`src/rtl/seed_pass_ctrl_pkg.sv`:
```
// Shared read/seek definitions: symbol encoding, position width, pass and FSM types.
package BwaMemDefines;

  localparam int GD_READ_LEN_MAX = 78;
  localparam int POS_W = $clog2(GD_READ_LEN_MAX + 1);
  localparam int CALL_CNT_W = 8;

  typedef logic [2:0] Symbol;
  localparam Symbol sym_A = 3'd0;
  localparam Symbol sym_C = 3'd1;
  localparam Symbol sym_G = 3'd2;
  localparam Symbol sym_T = 3'd3;
  localparam Symbol sym_N = 3'd4;

  typedef enum logic {PassSmem, PassSf} SeedPass;

  typedef enum logic [2:0] {
    S_Idle,
    S_Check,
    S_Start,
    S_Wait,
    S_Advance,
    S_Done
  } seed_state_t;

  function automatic logic [CALL_CNT_W-1:0] sat_inc(input logic [CALL_CNT_W-1:0] v);
    return (&v) ? v : v + 1'b1;
  endfunction

endpackage

```
`src/rtl/seed_pass_ctrl.sv`:
```
// Schedules seek-engine calls across a read: bi-directional pass, optional forward pass.
// state     | meaning
// S_Idle    | waiting for a job; job_ready high
// S_Check   | end-of-pass test, skip N bases, or issue a call
// S_Start   | one-cycle start pulse to the seek engine
// S_Wait    | engine running; hold pos/bi_dir until finish
// S_Advance | move pos forward, at least by one
// S_Done    | one-cycle completion pulse
module seed_pass_ctrl
  import BwaMemDefines::*;
#(
  parameter int GD_READ_LEN = GD_READ_LEN_MAX
) (
  input  logic                  clk,
  input  logic                  rst,
  input  Symbol                 gd_read [0:GD_READ_LEN-1],
  input  logic [POS_W-1:0]      read_len,
  input  logic                  sf_en,
  input  logic                  job_valid,
  output logic                  job_ready,
  output logic [POS_W-1:0]      seek_pos,
  output logic                  seek_bi_dir,
  output logic                  seek_start,
  input  logic                  seek_finish,
  input  logic [POS_W-1:0]      seek_pos_out,
  output logic                  done,
  output logic                  busy,
  output logic [CALL_CNT_W-1:0] call_cnt
);

  localparam int PW = POS_W + 1;

  seed_state_t           state_q, state_d;
  logic [PW-1:0]         pos_q, pos_d;
  SeedPass               pass_q, pass_d;
  logic [CALL_CNT_W-1:0] call_cnt_q, call_cnt_d;
  logic                  sf_en_q;
  logic [POS_W-1:0]      read_len_q;
  logic [POS_W-1:0]      pos_out_q;
  Symbol                 read_q [0:GD_READ_LEN-1];
  logic                  load;

  logic end_of_pass;
  logic is_n;

  // pos is one bit wider than read_len so pos+1 never wraps at the last symbol
  assign end_of_pass = pos_q >= {1'b0, read_len_q};
  assign is_n = !end_of_pass && (read_q[pos_q[POS_W-1:0]] == sym_N);

  always_comb begin
    state_d    = state_q;
    pos_d      = pos_q;
    pass_d     = pass_q;
    call_cnt_d = call_cnt_q;
    load       = 1'b0;
    case (state_q)
      S_Idle: begin
        if (job_valid) begin
          load       = 1'b1;
          pos_d      = '0;
          pass_d     = PassSmem;
          call_cnt_d = '0;
          state_d    = S_Check;
        end
      end
      S_Check: begin
        if (end_of_pass) begin
          if (pass_q == PassSmem && sf_en_q) begin
            pass_d = PassSf;
            pos_d  = '0;
          end else begin
            state_d = S_Done;
          end
        end else if (is_n) begin
          pos_d = pos_q + 1'b1;
        end else begin
          state_d = S_Start;
        end
      end
      S_Start: begin
        call_cnt_d = sat_inc(call_cnt_q);
        state_d    = S_Wait;
      end
      S_Wait: begin
        if (seek_finish) state_d = S_Advance;
      end
      S_Advance: begin
        // an engine that reports no progress must not stall the pass
        if ({1'b0, pos_out_q} > pos_q) pos_d = {1'b0, pos_out_q};
        else                           pos_d = pos_q + 1'b1;
        state_d = S_Check;
      end
      S_Done:  state_d = S_Idle;
      default: state_d = S_Idle;
    endcase
  end

  always_ff @(posedge clk) begin
    if (!rst) begin
      state_q    <= S_Idle;
      pos_q      <= '0;
      pass_q     <= PassSmem;
      call_cnt_q <= '0;
      sf_en_q    <= 1'b0;
      read_len_q <= '0;
      pos_out_q  <= '0;
    end else begin
      state_q    <= state_d;
      pos_q      <= pos_d;
      pass_q     <= pass_d;
      call_cnt_q <= call_cnt_d;
      if (load) begin
        sf_en_q    <= sf_en;
        read_len_q <= read_len;
      end
      if (state_q == S_Wait && seek_finish) pos_out_q <= seek_pos_out;
    end
  end

  always_ff @(posedge clk) begin
    if (load) read_q <= gd_read;
  end

  assign job_ready   = (state_q == S_Idle);
  assign busy        = (state_q != S_Idle);
  assign seek_start  = (state_q == S_Start);
  assign done        = (state_q == S_Done);
  assign seek_pos    = pos_q[POS_W-1:0];
  assign seek_bi_dir = busy && (pass_q == PassSmem);
  assign call_cnt    = call_cnt_q;

endmodule
```
`config.mk`:
```
export PLATFORM = sky130hd
export DESIGN_NAME = seed_pass_ctrl
export DESIGN_NICKNAME = d
export VERILOG_FILES = /design/src/rtl/seed_pass_ctrl_pkg.sv /design/src/rtl/seed_pass_ctrl.sv
export SDC_FILE = /design/constraint.sdc
export NUM_CORES = 1
export LEC_CHECK = 0
export CORE_ASPECT_RATIO = 2
export CORE_UTILIZATION = 35
export CTS_CLUSTER_DIAMETER = 40
export DETAILED_ROUTE_END_ITERATION = 10
export SKIP_CTS_REPAIR_TIMING = 1
export SLEW_MARGIN = 20
export SYNTH_ARGS = -nofsm -noshare
export SYNTH_HDL_FRONTEND = slang
export SYNTH_SLANG_ARGS = --single-unit
```
`constraint.sdc`:
```
create_clock -name clk -period 11 [get_ports clk]
set_input_delay 1.65 -clock clk [delete_from_list [all_inputs] [get_ports clk]]
set_output_delay 1.65 -clock clk [all_outputs]
set_load 0.1 [all_outputs]
```
==> results.yml <==
floorplan:
  ioPinCount: 273
  rows: 89
  die_area_um2: 30870
  start_util: 0.3573
  die_h_um: 247.5
  core_um2: 29510
  die_w_um: 124.7
yosys:
  ys_ff_latch: 269
  synth_cell_types: 67
  synth_edf_count: 234
  async_reset_ff_frac: 0
  synthAdderAreaFrac: 0.01899
  syn-cell-area_um2: 10540
  ys_seq_area_frac: 0.7329
  syn_nets: 961
  yosys.area.top_type_share: 0.6664
  synth_top_area_cell: "edfxtp_1"
  synthMuxAreaShare: 0.03346
  synthTopCellsByCount: "edfxtp_1 (234), nand2_1 (50), nor2_1 (42)"
  synthCells: 692
  ys_warn_count: 0
  yosysMostFrequentCell: "edfxtp_1"
  synth_compound_area_frac: 0.07049
  synth_xor_area_frac: 0.007476
  synth_top_family_by_area: "simple AND/OR/NAND/NOR gates"
  synth-simple-area-share: 0.1074
  synth.area.top_cells: "edfxtp_1 (67%), dfxtp_1 (6.6%), ha_1 (1.9%), nand2_1 (1.8%), mux4_2 (1.7%)"
  ys.flop_type: "edfxtp_1"
  avgSynthCellArea_um2: 15.24
detailed_routing:
  wl_um: 29190
  vias_per_cell: 5.033
  detail_route.wl_per_cell_um: 21.62
  vias: 6794
  drt_iter0_drc: 379
  ant_nets: 0
  drt_drc_violations_left: 0
  dr.pass1.iters: 4
cts:
  clock_latency_ps: 530
  tritoncts: "yes"
  htreeDepth: 1
  cts_sinks: 269
  cts_made_buffers: 27
  cts.path.max_buffers: 3
  cts_root_buf: "clkbuf_16"
  cts.reportedPaths.clkPinSlew_ps: 60
layout:
  syn_to_final_growth_pct: 36.79
  drive_above_1_share: 0.06939
  layout.nets: 1231
  fin_util: 0.4887
  layout.cells.non_filler: 1350
  fillers: 2519
place:
  portBuffers: 272
  gp_congestion: 0.8043
  placed_cells: 1296
  hpwlAfterDp_um: 21630
setup_path:
  critPathRequiredTime_ps: 9350
  worstSetupPathType: "reg2out"
  reg2reg_slack_ps: 6940
  cp_slowest_cell: "clkdlybuf4s50_1"
  cp_max_fo: 13
  r2r_cells: 12
  cp.arrival_ps: 2680
  startpoint_type: "register"
  cp.depth: 2
  path_cells: "nor3_1 > clkdlybuf4s50_1"
  cpPeakStageDelay_ps: 1220
  critPathBufInv: 1
  path_delay_family: "buffers and inverters"
  end_kind: "primary output"
pwr:
  p_int_mw: 2.223
  ir_drop_uv: 148.6
  pwr-share-comb: 0.299
  pwr_density_cell_nw_per_um2: 231.8
  swShare: 0.3351
  switching_power_mw: 1.120
  sequentialPowerShare: 0.443
  clock_power_share: 0.258
  leakage_nw: 4.810
  p_total_mw: 3.343
timing:
  finalHoldViolations: 0
  slew-limit-headroom: 0.3244
  setup_viol: 0
  clock_skew_ps: 9.237
  tns_ps: 0
  rsz0062_at_grt: "no"
  finalCritPeriodShare: 0.3941
  maxSlewViolCount: 0
  worstMarginPinSlew_ps: 1013
  min_period_ps: 4335
  fmax_ghz: 0.2307
worst_hold_path:
  holdCritPathClass: "reg2reg"
  hold_depth: 2
flow_run:
  drv_cap: 0
global_route:
  grt_max_degree: 160
  grt.total_usage: 0.1869
  first_global_vias: 7207
  overflow: 0
  antenna_found_initial: 6
  grt_pass1_wl_um: 41990
status:
  outcome: "completed"
==> cell families (layout without fill, tap and decap cells) <==
family          after synthesis  in the layout
compound gates              105            105
xor+xnor                      9              9
fa+ha+maj                    16             16
buf+inv                      63            351
flops                       269            269
mux                          24             24
other cells                   0              6
simple gates                206            206
==> area by class of cell <==
cell class	instances	area, µm²	area share
multi-input combinational	360	2507	0.1739
timing repair buffer	278	2788	0.1933
antenna	6	15.01	0.001041
clock buffer	30	686.9	0.04763
inverter	26	105.1	0.007287
clock inverter	17	131.4	0.009109
sequential	269	7734	0.5362
tap	364	455.4	0.03158
==> placed cells by master, fill, tap and decap left out, drive strengths merged, types with 10 or more instances in the layout <==
| cell type | synthesis | final |
|---|---|---|
| clkdlybuf4s50 | 0 | 272 |
| edfxtp | 234 | 234 |
| nand2 | 50 | 50 |
| nor2 | 42 | 42 |
| dfxtp | 35 | 35 |
| a21oi | 32 | 32 |
| clkbuf | 10 | 30 |
| inv | 25 | 30 |
| nor3 | 29 | 29 |
| ha | 16 | 16 |
| nor4b | 15 | 15 |
| o21ai | 14 | 14 |
| nor4bb | 12 | 12 |
| a211oi | 12 | 12 |
| clkinv | 1 | 11 |
| o311ai | 10 | 10 |
==> flip-flops by register name (all words and copies together) (netlist names) <==
signal / cells
call_cnt: 8
pass_q: 1
pos_out_q: 7
pos_q: 8
read_len_q: 7
read_q: 234
sf_en_q: 1
state_q: 3
==> power by group through the flow <==
stage	Sequential (mW)	Combinational [mW]	Clock, mW
2_1_floorplan	1.55	0.688	0
3_3_place_gp	1.50	0.997	0
3_5_place_dp	1.51	1.01	0
4_1_cts	1.48	1.01	0.888
5_1_grt	1.50	1.08	0.921
6_report	1.48	1.00	0.863
==> through the flow <==
step / cell area, µm² / setup WS (ps) / hold WS, ps
final: 14420 / 6665 / 459.2
after global routing: 14420 / 6467 / 482.8
after CTS: 14380 / 6685 / 460.6
after detailed placement: 13560 / 6153 / 450.7
after global placement: 13560 / 6254 / 445.7
after floorplan: 10540 / 2542 / 436.3
==> final timing paths <==
| kind | startpoint | to |
|---|---|---|
| max | state_q[2] | job_ready |
| min reg2reg | pos_out_q[0] | pos_out_q[0] |
| max reg2reg | pos_q[1] | pos_q[2] |
| min | pos_out_q[0] | pos_out_q[0] |
==> routing by layer <==
layer,GRT usage,part of all wire
met2,0.3950,0.62
met4,0.08575,0.029
met5,0,0
met1,0.1695,0.31
met3,0.02393,0.039
==> tightest hold or removal path: stages, from the launching register on <==
cell     delay, ps
dfxtp_1        310
nand2_1         50
a21oi_1         50
No activity file was read; power rests on OpenSTA's default activity.
==> edit 1, RTL diff (same flow settings) <==
Re-encode `seed_state_t` (6 states) as one-hot, 6 bits wide.
--- a/src/rtl/seed_pass_ctrl_pkg.sv
+++ b/src/rtl/seed_pass_ctrl_pkg.sv
@@ -16,9 +16,9 @@
 
-  typedef enum logic [2:0] {
-    S_Idle,
-    S_Check,
-    S_Start,
-    S_Wait,
-    S_Advance,
-    S_Done
+  typedef enum logic [5:0] {
+    S_Idle    = 6'b000001,
+    S_Check   = 6'b000010,
+    S_Start   = 6'b000100,
+    S_Wait    = 6'b001000,
+    S_Advance = 6'b010000,
+    S_Done    = 6'b100000
   } seed_state_t;
Function: same outputs for any inputs over 4 cycles, from zero or initial values and one cycle with rst low; so few cycles prove little.
==> edit 1 against the unedited design <==
Utilization is 0.086 points higher; worst setup slack worse by 0.096 ns; routed wire length is 0.70% higher; via count is 3.2% higher; global-route usage is 0.49 points lower; register-to-register slack better by 0.19 ns; sequential share of layout area is 2.0 points lower; largest cell class unchanged; cell area is 4.7% higher; area after synthesis is 4.4% higher; sequential cell count is 3 higher.
Power is not compared: it rests on default switching activity, and its combinational part moved more than twofold at a synthesized area within 25%.
==> edit 1: results <==
# TYPE chip_impl_metric gauge
chip_impl_info{name="run_status",value="finished clean"} 1
chip_impl_metric{name="synth-adder-area-share",unit="%"} 1.82
chip_impl_metric{name="final_layout_size_suffix_gt1_share",unit="%"} 7.26
chip_impl_metric{name="synth_xor_xnor_area_share",unit="%"} 0.637
chip_impl_metric{name="final_net_count",unit=""} 1252
chip_impl_metric{name="yosysSeqAreaShare",unit="%"} 70.8
chip_impl_metric{name="detailedRoute.firstIterationViolations",unit=""} 293
chip_impl_metric{name="drt_wl_total",unit="µm"} 29400
chip_impl_metric{name="worst_slew_margin_rel",unit="%"} 28.2
chip_impl_metric{name="finalWeightedCongestion",unit=""} 0.800
chip_impl_metric{name="muxShareOfSynthArea",unit="%"} 5.98
chip_impl_info{name="synth_commonest_cells",value="sky130_fd_sc_hd__edfxtp_1, sky130_fd_sc_hd__nor2_1, sky130_fd_sc_hd__nand2_1, sky130_fd_sc_hd__dfxtp_1, sky130_fd_sc_hd__nor3_1"} 1
chip_impl_info{name="netlist_top_cells_area",value="sky130_fd_sc_hd__edfxtp_1, sky130_fd_sc_hd__dfxtp_1, sky130_fd_sc_hd__mux4_1"} 1
chip_impl_metric{name="final-instance-count-excl-fill",unit=""} 1433
chip_impl_metric{name="vias",unit=""} 7014
chip_impl_metric{name="crit_fanout",unit=""} 4
chip_impl_metric{name="hpwl",unit="µm"} 21300
chip_impl_metric{name="synth_cell_type_count",unit=""} 72
chip_impl_metric{name="grt_start_max_net_pins",unit=""} 165
chip_impl_metric{name="total_clock_buffers_created_by_cts",unit=""} 29
chip_impl_metric{name="fillCellCount",unit=""} 2688
chip_impl_metric{name="worst_path_largest_cell_delay",unit="ns"} 1.15
chip_impl_metric{name="first_global_vias",unit=""} 7323
chip_impl_metric{name="preCtsSetupSlack",unit="ns"} 6.19
chip_impl_metric{name="finalClockSkew",unit="ns"} 0.0116
chip_impl_metric{name="grt_pass1_wl",unit="µm"} 42400
chip_impl_metric{name="detailed_place.area",unit="mm²"} 0.0140
## edit 1: layout make-up
type / count / area [µm²] / share of cell area (%)
timing repair buffer: 279 / 2780 / 18.4
inverter: 24 / 105 / 0.696
tap: 418 / 523 / 3.46
multi-input combinational: 377 / 2790 / 18.5
antenna: 10 / 25.0 / 0.166
clock inverter: 21 / 357 / 2.36
clock buffer: 32 / 737 / 4.88
sequential: 272 / 7790 / 51.6
## edit 1: worst paths after layout
check             cells after the start       endpoint          start  slack, ns
hold reg to reg                       2  read_len_q[4]  read_len_q[4]       0.47
setup / recovery                      4     seek_start     state_q[5]       6.57
hold / removal                        2  read_len_q[4]  read_len_q[4]       0.47
setup reg to reg                     10       pos_q[7]       pos_q[0]       7.13
## edit 1: worst register-to-register path: stages, from the launching register on
cell and delay, ns:
sky130_fd_sc_hd__dfxtp_2 0.34, sky130_fd_sc_hd__buf_4 0.61, sky130_fd_sc_hd__inv_1 0.57, sky130_fd_sc_hd__ha_1 0.43, sky130_fd_sc_hd__nor2b_1 0.10, sky130_fd_sc_hd__o21ai_0 0.09, sky130_fd_sc_hd__a31oi_1 0.44, sky130_fd_sc_hd__nand2b_1 0.13
sky130_fd_sc_hd__o21ai_1 0.46, sky130_fd_sc_hd__or3b_2 0.51, sky130_fd_sc_hd__o2bb2ai_1 0.14
## edit 1: power by group through the flow
| stage | combinational [mW] | sequential (mW) | clock, mW |
|---|---|---|---|
| 2_1_floorplan | 0.187 | 1.39 | 0 |
| 3_3_place_gp | 0.343 | 1.35 | 0 |
| 3_5_place_dp | 0.347 | 1.36 | 0 |
| 4_1_cts | 0.348 | 1.33 | 1.12 |
| 5_1_grt | 0.371 | 1.35 | 1.16 |
| 6_report | 0.343 | 1.33 | 1.09 |
## edit 1: cell families after synthesis
| group | Yosys count |
|---|---|
| AO/OA/AOI/OAI | 123 |
| XOR/XNOR | 8 |
| adder cells (fa/ha/maj) | 16 |
| buffers and inverters | 63 |
| flip-flops | 272 |
| multiplexers | 37 |
| AND/OR/NAND/NOR | 193 |
## edit 1: metal layers
layer	track usage (%)	vias up	routed length (µm)
met5	0	-	0
met4	11.0	0	1520
met3	2.47	69	1340
met2	35.1	251	16800
met1	18.0	3373	9760
li1	-	3321	-
==> edit 2, RTL diff (config.mk and constraints unchanged) <==
Made on the original files. `GD_READ_LEN_MAX`: 78 -> 156.
--- a/src/rtl/seed_pass_ctrl_pkg.sv
+++ b/src/rtl/seed_pass_ctrl_pkg.sv
@@ -3,3 +3,3 @@
 
-  localparam int GD_READ_LEN_MAX = 78;
+  localparam int GD_READ_LEN_MAX = 156;
   localparam int POS_W = $clog2(GD_READ_LEN_MAX + 1);
Ports: changed (resized gd_read, read_len, seek_pos and seek_pos_out); port bits go from 273 to 510. The function was not compared with the original's and may differ.
==> edit 2 against the unedited design <==
Clock power increased by 100%; worst setup slack worse by 0.42 ns; via count is 78% higher; sequential cell count up 237; synthesized cell count rose by 67%; area after synthesis grew 82%; total power rose by 83%; cell area rose by 85%; global-route usage increased by 2.9 points; routed wire length up 110%; critical path type unchanged; largest cell class unchanged.
==> edit 2: results <==
# TYPE chip_impl_metric gauge
chip_impl_info{name="run_status",value="finished clean"} 1
chip_impl_metric{name="detailed_place.area",unit="mm²"} 0.0249
chip_impl_info{name="worst_hold_startpoint",value="read_len_q[5]"} 1
chip_impl_metric{name="yosysSeqAreaShare",unit="%"} 77.3
chip_impl_metric{name="clock_latency",unit="ns"} 0.59
chip_impl_metric{name="arrival",unit="ns"} 3.11
chip_impl_info{name="synth_commonest_cells",value="sky130_fd_sc_hd__edfxtp_1, sky130_fd_sc_hd__nand2_1, sky130_fd_sc_hd__nor2_1, sky130_fd_sc_hd__dfxtp_1, sky130_fd_sc_hd__nor4b_1"} 1
chip_impl_info{name="holdPathEnd",value="read_len_q[5]"} 1
chip_impl_metric{name="finalClockSkew",unit="ns"} 0.0161
chip_impl_metric{name="count_of_flip_flops_with_a_built_in_enable_after_synthesis",unit=""} 468
chip_impl_metric{name="drt_pre_antenna_iters",unit=""} 5
chip_impl_metric{name="standby_leakage_power",unit="nW"} 8.80
chip_impl_metric{name="synth_cell_type_count",unit=""} 78
chip_impl_metric{name="ff2ff_path_depth",unit=""} 11
chip_impl_metric{name="first_global_vias",unit=""} 13200
chip_impl_metric{name="detailedRoute.firstIterationViolations",unit=""} 677
chip_impl_metric{name="htree_levels",unit=""} 2
chip_impl_metric{name="finalWeightedCongestion",unit=""} 0.843
chip_impl_metric{name="drt_wl_total",unit="µm"} 60500
chip_impl_metric{name="fillCellCount",unit=""} 4663
chip_impl_metric{name="final_net_count",unit=""} 2183
chip_impl_metric{name="postSynthNetCount",unit=""} 1660
chip_impl_metric{name="vdd_drop_max",unit="µV"} 213
chip_impl_metric{name="initial_antenna_violation_count",unit=""} 22
chip_impl_metric{name="vias",unit=""} 12100
chip_impl_metric{name="worst_slew_margin_rel",unit="%"} 27.6
chip_impl_metric{name="r2r_slack",unit="ns"} 6.74
chip_impl_info{name="reg2reg_from",value="pos_q[0]"} 1
chip_impl_info{name="netlist_top_cells_area",value="sky130_fd_sc_hd__edfxtp_1, sky130_fd_sc_hd__dfxtp_1, sky130_fd_sc_hd__nor4b_1"} 1
chip_impl_metric{name="port_bufs",unit=""} 509
chip_impl_metric{name="final_layout_size_suffix_gt1_share",unit="%"} 6.93
edit 2: cell types whose count changed in the layout (fill, tap and decap cells not counted), moves of 21 or more:
cell	delta
sky130_fd_sc_hd__clkbuf_16	+24
sky130_fd_sc_hd__clkdlybuf4s50_1	+237
sky130_fd_sc_hd__edfxtp_1	+234
sky130_fd_sc_hd__nand2_1	+29
sky130_fd_sc_hd__nor2_1	+24
sky130_fd_sc_hd__nor4b_1	+21
edit 2: per-layer routing:
metal	GRT usage, %	share of wire (%)	vias to the layer above
li1	-	-	5655
met1	21.5	34	5875
met2	41.6	57	492
met3	4.27	6.0	96
met4	10.8	3.4	2
met5	0	0.026	-
edit 2: worst max-delay path by stage:
stage	slack, ns	depth (start not counted)	end	start
final	6.24	2	seek_pos[2]	pos_q[2]
after floorplan	2.73	4	read_q[0]	state_q[0]
after global placement	5.70	5	read_q[120]	job_valid
after detailed placement	5.56	5	read_q[35]	job_valid
after CTS	6.17	2	seek_pos[2]	pos_q[2]
after global routing	6.02	5	read_q[377]	job_valid
edit 2: area by class of cell:
type / instances / area share (%)
Tap cell: 676 / 3.18
Clock buffer: 61 / 5.01
Timing Repair Buffer: 523 / 19.5
Antenna cell: 20 / 0.188
Sequential cell: 506 / 55.7
Multi-Input combinational cell: 565 / 14.7
Clock inverter: 31 / 1.22
Inverter: 31 / 0.507
edit 2: metrics by stage:
step | utilization (%) | setup slack [ns] | instances | hold slack [ns]
floorplan | - | 2.73 | 1153 | 0.443
global placement | 46.0 | 5.70 | 2301 | 0.457
detailed placement | 46.0 | 5.56 | 2301 | 0.462
CTS | 49.0 | 6.17 | 2393 | 0.471
global route | 49.1 | 6.02 | 2412 | 0.504
finish | 49.1 | 6.24 | 2413 | 0.472
edit 2: kinds of logic after synthesis:
family                   after synthesis  synth area share, %
adder cells (fa/ha/maj)               18                 1.17
flip-flops                           506                 77.3
multiplexers                          24                 1.91
XOR/XNOR                               9                0.411
buffers and inverters                 82                 2.35
AND/OR/NAND/NOR                      341                 9.95
AO/OA/AOI/OAI                        173                 6.94
edit 2: power by group:
part           leakage [nW]  internal (mW)  switching, mW
combinational          3.25          0.453          0.917
clock                 0.807          0.971          0.757
sequential             4.74           2.82          0.191
edit 2: worst min-delay path: cells and delay by family (launching register included):
kind / cells / cell delay, ns
AND/OR/NAND/NOR: 1 / 0.05
flip-flops: 1 / 0.31
AO/OA/AOI/OAI: 1 / 0.06
